**config.mk**
```make
export PLATFORM = sky130hd
export DESIGN_NAME = fir_delay_line
export DESIGN_NICKNAME = d
export VERILOG_FILES = /design/src/rtl/fir_delay_line_pkg.sv /design/src/rtl/fir_delay_line.sv
export SDC_FILE = /design/constraint.sdc
export NUM_CORES = 1
export LEC_CHECK = 0
export ABC_AREA = 1
export BUFFER_PORTS_ARGS = -buffer_cell sky130_fd_sc_hd__buf_2
export CAP_MARGIN = 25
export CORE_MARGIN = 8
export CORE_UTILIZATION = 30
export CTS_BUF_LIST = sky130_fd_sc_hd__clkbuf_2 sky130_fd_sc_hd__clkbuf_4 sky130_fd_sc_hd__clkbuf_8
export DETAILED_ROUTE_END_ITERATION = 16
export GPL_TIMING_DRIVEN = 1
export PLACE_DENSITY = 0.47
export SKIP_LAST_GASP = 1
export SYNTH_ARGS = -nofsm -noshare
export SYNTH_HDL_FRONTEND = slang
export SYNTH_SLANG_ARGS = --single-unit
```
**constraint.sdc**
```tcl
create_clock -name clk -period 1.69 [get_ports clk]
set_input_delay 0.169 -clock clk [delete_from_list [all_inputs] [get_ports clk]]
set_output_delay 0.169 -clock clk [all_outputs]
set_load 0.01 [all_outputs]
```
**src/rtl/fir_delay_line_pkg.sv**
```systemverilog
// -----------------------------------------------------------------------------
// fir_delay_line_pkg
// Constants and the handshake state type shared by the FIR delay line and the
// MAC stage that consumes its taps.
//   FIR_DATA_WIDTH : sample / tap width in bits
//   FIR_NUM_REGS   : number of taps (must be >= 2)
//   fir_state_e    : delay-line state (StFill, StRun, StHold)
// -----------------------------------------------------------------------------
package fir_delay_line_pkg;

    localparam int unsigned FIR_DATA_WIDTH = 16;
    localparam int unsigned FIR_NUM_REGS   = 4;

    // StFill : fewer than NUM_REGS samples held
    // StRun  : full, no vector pending
    // StHold : full, vector pending until the MAC stage takes it
    typedef enum logic [1:0] {
        StFill = 2'd0,
        StRun  = 2'd1,
        StHold = 2'd2
    } fir_state_e;

endpackage

```
**src/rtl/fir_delay_line.sv**
```systemverilog
// -----------------------------------------------------------------------------
// fir_delay_line
// Tap delay line for the FIR accelerator. Each accepted sample shifts into a
// NUM_REGS-deep register chain whose taps are presented in parallel to the MAC
// stage, with valid/ready so every tap vector is consumed exactly once.
//
// Build option:
//   FIR_ZERO_PAD_EN defined   : a vector is issued after every accept, the
//                               not-yet-filled taps read as zero.
//   FIR_ZERO_PAD_EN undefined : no vector until NUM_REGS samples have been
//                               accepted since reset or flush.
//
// Ports:
//   clk          in   sole clock, rising edge
//   rstN         in   asynchronous active-low reset
//   sampleIn     in   raw sensor sample
//   sampleValid  in   sampleIn is valid
//   sampleReady  out  a sample can be accepted this cycle (combinational)
//   flush        in   synchronous clear of taps, fill count and pending vector
//   pDataOut     out  parallel taps, index 0 newest
//   pDataValid   out  pDataOut holds an unconsumed vector
//   pDataReady   in   MAC stage consumes pDataOut this cycle
//   fillCount    out  samples held, saturating at NUM_REGS
// -----------------------------------------------------------------------------
module fir_delay_line
    import fir_delay_line_pkg::*;
#(
    parameter int unsigned DATA_WIDTH = FIR_DATA_WIDTH,
    parameter int unsigned NUM_REGS   = FIR_NUM_REGS,
    localparam int unsigned CntW      = $clog2(NUM_REGS + 1)
) (
    input  logic                  clk,
    input  logic                  rstN,
    input  logic [DATA_WIDTH-1:0] sampleIn,
    input  logic                  sampleValid,
    output logic                  sampleReady,
    input  logic                  flush,
    output logic [DATA_WIDTH-1:0] pDataOut [NUM_REGS],
    output logic                  pDataValid,
    input  logic                  pDataReady,
    output logic [CntW-1:0]       fillCount
);

    logic [DATA_WIDTH-1:0] r_taps [NUM_REGS];
    logic [CntW-1:0]       r_fill;
    logic                  r_valid;
    logic                  r_armed;
    fir_state_e            r_state;

    logic                  w_ready;
    logic                  w_accept;
    logic [CntW-1:0]       w_fill_inc;
    logic                  w_full_after;
    logic                  w_valid_next;

    // r_armed stays low through the edge on which rstN deasserts, so that edge
    // can never take a sample even if the source already holds sampleValid.
    assign w_ready      = r_armed && !flush && (!r_valid || pDataReady);
    assign w_accept     = sampleValid && w_ready;
    assign w_fill_inc   = (r_fill == CntW'(NUM_REGS)) ? r_fill : r_fill + 1'b1;
    assign w_full_after = (w_fill_inc == CntW'(NUM_REGS));

    always_comb begin
        w_valid_next = r_valid;
        if (w_accept) begin
`ifdef FIR_ZERO_PAD_EN
            w_valid_next = 1'b1;
`else
            w_valid_next = w_full_after;
`endif
        end else if (pDataReady) begin
            w_valid_next = 1'b0;
        end
    end

    always_ff @(posedge clk or negedge rstN) begin
        if (!rstN) begin
            for (int unsigned i = 0; i < NUM_REGS; i++) begin
                r_taps[i] <= '0;
            end
            r_fill  <= '0;
            r_valid <= 1'b0;
            r_armed <= 1'b0;
            r_state <= StFill;
        end else begin
            r_armed <= 1'b1;
            if (flush) begin
                // Drops any pending vector; sampleReady is low so no accept races this.
                for (int unsigned i = 0; i < NUM_REGS; i++) begin
                    r_taps[i] <= '0;
                end
                r_fill  <= '0;
                r_valid <= 1'b0;
                r_state <= StFill;
            end else begin
                if (w_accept) begin
                    r_taps[0] <= sampleIn;
                    for (int unsigned i = 1; i < NUM_REGS; i++) begin
                        r_taps[i] <= r_taps[i-1];
                    end
                    r_fill <= w_fill_inc;
                end
                r_valid <= w_valid_next;
                unique case (r_state)
                    StFill: begin
                        if (w_accept && w_full_after) begin
                            r_state <= w_valid_next ? StHold : StRun;
                        end
                    end
                    StRun: begin
                        if (w_accept) begin
                            r_state <= StHold;
                        end
                    end
                    StHold: begin
                        // Consume plus simultaneous accept stays in StHold.
                        if (pDataReady && !w_accept) begin
                            r_state <= StRun;
                        end
                    end
                    default: r_state <= StFill;
                endcase
            end
        end
    end

    assign sampleReady = w_ready;
    assign pDataOut    = r_taps;
    assign pDataValid  = r_valid;
    assign fillCount   = r_fill;

endmodule

```
==> metrics.log, run 1 <==
[metrics] outcome: complete, no violations
[metrics] half-perimeter wire length after placement: 5.23 mm
[metrics] Power per Cell Area: 855 mW/mm^2
[metrics] path class of the lowest-slack min-delay path: primary input to flip-flop
[metrics] Critical Path Sink Type: output pin
[metrics] maximum clock rate: 0.799 GHz
[metrics] Final min period: 1.25 ns
[metrics] number of global-route vias before repair: 2330
[metrics] clock-pin slew on the worst setup and hold paths: 0.08 ns
[metrics] average routed wire per standard cell: 13.7 um
[metrics] worst clock skew: 0.00883 ns
[metrics] FILL cells: 1065
[metrics] final hold violation count: 0
[metrics] H-tree depth: 3
[metrics] post-route ant nets: 0
[metrics] cell types occupying the most area after synthesis: dfrtp_1, nand2_1, nand3_1
[metrics] final setup fails: 0
[metrics] RD Place Congestion: 0.710
[metrics] fraction of registers with async set or reset after synthesis: 100%
[metrics] most common flop cell mapped by yosys: dfrtp_1
[metrics] peak ir drop on the vdd network: 0.285 mV
[metrics] share of the synthesized area in the top cell type: 57.6%
[metrics] syn avg cell area: 8.87 um^2
[metrics] first-pass iteration count of the detailed router: 4
[metrics] critical path launch point type: flip-flop
[metrics] number of antenna diodes: 0
[metrics] setup repair after global routing missed its margin: false
[metrics] pin count of the biggest net entering global routing: 103
[metrics] number of top-level pins: 90
[metrics] DRC violations left: 0
[metrics] clock tree root driver cell: clkbuf_8
[metrics] layout cell share with drive strength beyond 1: 28.0%
[metrics] Setup TNS: 0 ns
[metrics] average via count per standard cell: 4.35
[metrics] highest net fanout along the worst path: 3
[metrics] count of input and output buffers: 89
[metrics] Min Hold Slack: 0.0866 ns
[metrics] required time reported for the critical path endpoint: 1.52 ns
[metrics] register bit total from synthesis: 69
[metrics] area taken by flip-flops and latches: 0.00173 mm^2
[metrics] later-pin clock latency in the skew report: 0.33 ns
[metrics] CTS tree: yes
[metrics] WP data arrival: 1.08 ns
[metrics] cell leakage power: 2.02 nW
[metrics] Cells after Synth: 338
[metrics] number of antenna violations at the first check in global routing: 0
[metrics] Crit Path Class: flip-flop to output pin
[metrics] count of cell types in the netlist: 18
[metrics] effective utilization at floorplan: 30.8%
[metrics] clk buf depth: 2
[metrics] most used standard cells in the synthesized netlist: nand2_1, dfrtp_1, nand3_1
[metrics] share of the yosys chip area belonging to registers: 57.6%
[metrics] Die X-Extent: 116 um
[metrics] total die area: 0.0134 mm^2
[metrics] Std-Cell Core Area: 0.00973 mm^2
[metrics] Core Rows: 36
[metrics] number of CTS-inserted buffers: 9
[metrics] number of DRC violations after detailed-routing iteration 0: 117
[metrics] Max Cap Violations: 0
[metrics] top-count cell post-synth: nand2_1
[metrics] Total Routed Length: 7.65 mm
[metrics] Tcrit/Tclk final: 74.1%
[metrics] number of flops mapped to enable cells by yosys: 0
[metrics] global route total overflow: 0
[metrics] max-slew violation count: 0
[metrics] cts hold-fix bufs: 1
[metrics] vertical extent of the die: 116 um
[metrics] multi-input combinational cell area: 0.00102 mm^2
[metrics] clock sink count: 69
[metrics] Yosys warning total: 0
[metrics] largest area contributor in the synthesized netlist: dfrtp_1
[metrics] GR Util All Layers: 11.5%
[metrics] wire length of the first global-routing pass: 12.3 mm
[metrics] total vias in the final route: 2426
[metrics] synthesis-to-layout area growth: 25.5%
[metrics] Synth Cell Area: 0.00300 mm^2
[metrics] net count of the finished layout: 443
[metrics] Syn Nets: 361
[metrics] Resized Gates After CTS: 0
[metrics] count of buffers added by post-CTS timing repair for setup: 0
worst max-delay path, cell delays in order, from the launching register on:
cell     delay (ns)
dfrtp_1        0.39
nand2_1        0.13
nand2_1        0.07
inv_1          0.05
buf_2          0.12
cell families (layout without fill, tap and decap cells):
logic type                 Yosys count  in the layout  synth area share (%)
and+or+nand+nor                    152            152                  21.5
DFF                                 69             69                  57.6
AOI/OAI and AO/OA                   65             65                  11.5
buffers and inverters               49            136                  8.51
adders and majority gates            2              2                 0.835
other                                1              1                 0.125
flip-flops by register name, indices dropped and copies added (netlist names):
signal / flops
pDataOut: 64
fillCount: 3
pDataValid: 1
r_armed: 1
final timing paths:
path | end | slack (ns) | depth (start not counted) | startpoint
hold reg to reg | pDataOut[0] | 0.51 | 2 | pDataOut[0]
setup / recovery | sampleReady | 0.44 | 4 | pDataValid
hold / removal | pDataOut[63] | 0.09 | 3 | sampleIn[15]
max in group asynchronous | pDataOut[14] | 0.81 | 3 | rstN
setup reg to reg | pDataOut[0] | 0.44 | 5 | pDataValid
min in group asynchronous | pDataOut[57] | 0.32 | 2 | rstN
layout by cell type (no fill, tap or decap):
cell           Yosys  final
buf_12             0      5
buf_2             14     88
buf_4              2      2
clkbuf_8           0     13
clkinv_2           0      3
clkinvlp_4         0      1
conb_1             1      1
dfrtp_1           69     69
dlygate4sd3_1      0      1
ha_1               2      2
inv_1             23     23
nand2_1          104    104
nand3_1           41     41
nand3_4            1      1
nor2_1             5      5
nor2_4             1      1
o21ai_0           25     25
o21ai_1           35     35
o21ai_2            5      5
layer usage:
| layer | vias up | wire (um) | GRT usage [%] |
|---|---|---|---|
| li1 | 1258 | - | - |
| met1 | 1099 | 3750 | 16.3 |
| met2 | 60 | 3350 | 16.1 |
| met3 | 9 | 430 | 2.66 |
| met4 | 0 | 121 | 5.70 |
| met5 | - | 0 | 0 |
final cells by class:
class	count	area share (%)
timing repair buffer	96	15.0
clock buffer	13	4.76
multi-input combinational	220	27.0
tap	133	4.42
clock inverter	3	0.466
sequential	69	45.9
inverter	24	2.43
per-stage QoR:
step	total power [mW]	worst slack (ns)	utilization (%)	cells	instance area (um^2)
floorplan	1.85	0.528	-	338	3000
global placement	1.96	0.482	36.5	541	3560
detailed placement	1.97	0.471	36.5	541	3560
CTS	3.28	0.402	38.7	558	3760
global route	3.38	0.330	38.7	558	3760
finish	3.22	0.438	38.7	558	3760
report_power, final:
part | internal [mW] | total [mW] | switching (mW)
logic | 0.0790 | 0.242 | 0.163
clock network | 0.689 | 1.29 | 0.597
registers | 1.67 | 1.69 | 0.0155
total | 2.44 | 3.22 | 0.776
No activity file was read; power rests on OpenSTA's default activity.
==> run 2: changes to the inputs <==
--- a/config.mk
+++ b/config.mk
@@ -13,7 +13,7 @@
 export CTS_BUF_LIST = sky130_fd_sc_hd__clkbuf_2 sky130_fd_sc_hd__clkbuf_4 sky130_fd_sc_hd__clkbuf_8
 export DETAILED_ROUTE_END_ITERATION = 16
 export GPL_TIMING_DRIVEN = 1
-export PLACE_DENSITY = 0.47
+export PLACE_DENSITY = 0.49
 export SKIP_LAST_GASP = 1
 export SYNTH_ARGS = -nofsm -noshare
 export SYNTH_HDL_FRONTEND = slang
==> constraint.sdc (replaced) <==
create_clock -name clk -period 1.11 [get_ports clk]
set_input_delay 0.111 -clock clk [delete_from_list [all_inputs] [get_ports clk]]
set_output_delay 0.111 -clock clk [all_outputs]
set_load 0.01 [all_outputs]
==> metrics.log, run 2 (synthesis results as in run 1) <==
[metrics] outcome: complete, but fails checks (was complete, no violations)
[metrics] violated checks: negative setup slack
[metrics] total die area: 0.0134 mm^2 (unchanged)
[metrics] clock-pin slew on the worst setup and hold paths: 0.07 ns (was 0.08 ns)
[metrics] RD Place Congestion: 0.707 (was 0.710)
[metrics] wire length of the first global-routing pass: 12.9 mm (was 12.3 mm)
[metrics] layout cell share with drive strength beyond 1: 44.6% (was 28.0%)
[metrics] Max Cap Violations: 0 (unchanged)
[metrics] setup repair after global routing missed its margin: true (was false)
[metrics] cell leakage power: 2.36 nW (was 2.02 nW)
[metrics] final core utilization: 46.2% (was 38.7%)
[metrics] Crit Path Class: flip-flop to flip-flop (was flip-flop to output pin)
[metrics] required time reported for the critical path endpoint: 1.33 ns (was 1.52 ns)
[metrics] slowest CP cell: dfrtp_1 (unchanged)
[metrics] effective utilization at floorplan: 30.8% (unchanged)
[metrics] Tcrit/Tclk final: 109%
[metrics] worst clock skew: 0.00691 ns (was 0.00883 ns)
[metrics] Power per Cell Area: 1170 mW/mm^2 (was 855 mW/mm^2)
[metrics] pin count of the biggest net entering global routing: 51 (was 103)
[metrics] DRC violations left: 0 (unchanged)
[metrics] count of input and output buffers: 89 (unchanged)
[metrics] path class of the lowest-slack min-delay path: primary input to flip-flop (unchanged)
[metrics] WP data arrival: 1.44 ns (was 1.08 ns)
[metrics] Critical Path Sink Type: flip-flop (was output pin)
[metrics] Total Routed Length: 9.14 mm (was 7.65 mm)
[metrics] first-pass iteration count of the detailed router: 4 (unchanged)
[metrics] clock sink count: 69 (unchanged)
[metrics] multi-input combinational cell area: 0.00124 mm^2 (was 0.00102 mm^2)
[metrics] number of top-level pins: 90 (unchanged)
[metrics] average routed wire per standard cell: 15.7 um (was 13.7 um)
[metrics] peak ir drop on the vdd network: 0.435 mV (was 0.285 mV)
[metrics] Core Rows: 36 (unchanged)
[metrics] critical path launch point type: flip-flop (unchanged)
[metrics] power after layout: 5.27 mW (was 3.22 mW)
[metrics] total cell area at the placement stage: 0.00379 mm^2 (was 0.00356 mm^2)
[metrics] number of antenna violations at the first check in global routing: 0 (unchanged)
[metrics] half-perimeter wire length after placement: 5.78 mm (was 5.23 mm)
[metrics] chain of cells forming the critical path: nand2_2 > nand3_4 > buf_12 > clkinv_8 > clkbuf_16 > nand2_2 > o21ai_0 (was nand2_1 > nand2_1 > inv_1 > buf_2)
[metrics] global route total overflow: 0 (unchanged)
[metrics] average via count per standard cell: 4.57 (was 4.35)
[metrics] CTS tree: yes (unchanged)
[metrics] GR Util All Layers: 12.4% (was 11.5%)
[metrics] highest net fanout along the worst path: 7 (was 3)
[metrics] post-route ant nets: 0 (unchanged)
[metrics] number of antenna diodes: 0 (unchanged)
[metrics] Crit path largest cell delay: 0.38 ns (was 0.39 ns)
[metrics] later-pin clock latency in the skew report: 0.34 ns (was 0.33 ns)
[metrics] min setup slack post-route: -0.105 ns (was 0.438 ns)
[metrics] Die X-Extent: 116 um (unchanged)
[metrics] max-slew violation count: 0 (unchanged)
[metrics] final hold violation count: 0 (unchanged)
[metrics] number of global-route vias before repair: 2493 (was 2330)
[metrics] vertical extent of the die: 116 um (unchanged)
[metrics] H-tree depth: 3 (unchanged)
[metrics] maximum clock rate: 0.823 GHz
[metrics] total vias in the final route: 2671 (was 2426)
[metrics] cell area after layout: 0.00449 mm^2 (was 0.00376 mm^2)
[metrics] area taken by flip-flops and latches: 0.00173 mm^2 (about the same)
[metrics] setup slack after placement: -0.0226 ns (was 0.471 ns)
[metrics] most used cells in the layout excluding fill and tap cells: nand2_1, buf_2, dfrtp_1 (unchanged)
[metrics] clk buf depth: 2 (unchanged)
[metrics] number of CTS-inserted buffers: 9 (unchanged)
[metrics] number of DRC violations after detailed-routing iteration 0: 147 (was 117)
[metrics] Std-Cell Core Area: 0.00973 mm^2 (unchanged)
[metrics] FILL cells: 982 (was 1065)
[metrics] final setup fails: 72 (was 0)
[metrics] Final min period: 1.21 ns
[metrics] net count of the finished layout: 471 (was 443)
[metrics] most common cell after layout, fill and taps aside: nand2_1 (unchanged)
[metrics] CP most frequent cell: nand2_2 (was nand2_1)
[metrics] synthesis-to-layout area growth: 49.8% (was 25.5%)
[metrics] clock tree root driver cell: clkbuf_8 (unchanged)
[metrics] number of flip-flops under the largest register name: 64 (unchanged)
run 2: cell type report:
type | count | area share (%)
clock buffer | 13 | 3.85
clock inverter | 1 | 0.669
inverter | 24 | 2.31
multi-input combinational | 220 | 27.7
sequential | 69 | 38.5
tap | 133 | 3.71
timing repair buffer | 124 | 23.2
run 2: worst paths after layout:
path	startpoint	to	slack [ns]	cells past startpoint
worst max-delay path	pDataValid	pDataOut[23]	-0.10	7
worst min-delay path	sampleIn[13]	pDataOut[61]	0.01	3
worst max register to register	pDataValid	pDataOut[23]	-0.10	7
worst min register to register	pDataOut[0]	pDataOut[0]	0.51	2
max in group asynchronous	rstN	fillCount[2]	0.47	3
min in group asynchronous	rstN	pDataOut[58]	0.19	2
run 2: power breakdown:
group | internal [mW] | switching, mW
Sequential | 2.55 | 0.0251
Combinational | 0.259 | 0.325
Clock | 1.22 | 0.886
Total | 4.03 | 1.24
run 2: repair_timing:
item                                    4_1_cts  5_1_grt
cloned                                        1       10
hold endpoints to repair                     69        0
hold buffers                                  1        0
setup buffers                                 0        2
endpoints found under the setup margin       23       73
pin swaps                                     5        7
resized for setup                            15       64
run 2: layer usage:
metal / global-route usage, % / wire [um] / up-vias
met5: 0 / 0 / -
met4: 6.74 / 161 / 0
met3: 3.34 / 572 / 13
met2: 18.2 / 4260 / 86
met1: 16.2 / 4150 / 1246
li1: - / - / 1326
run 2: stage by stage:
| stage | TNS (ns) | hold slack, ns | instances |
|---|---|---|---|
| 2_1_floorplan | -0.152 | -0.185 | 338 |
| 3_3_place_gp | 0 | 0.00854 | 556 |
| 3_5_place_dp | -0.0424 | 0.0141 | 556 |
| 4_1_cts | -1.33 | 0.00132 | 572 |
| 5_1_grt | -8.53 | 0.00796 | 584 |
| 6_report | -4.28 | 0.0127 | 584 |
run 2: critical path: cells and delay by family, from the launching register on:
family	cells	cell delay, ns
flip-flops	1	0.38
AO/OA/AOI/OAI	1	0.06
AND/OR/NAND/NOR	3	0.25
buffers and inverters	3	0.41
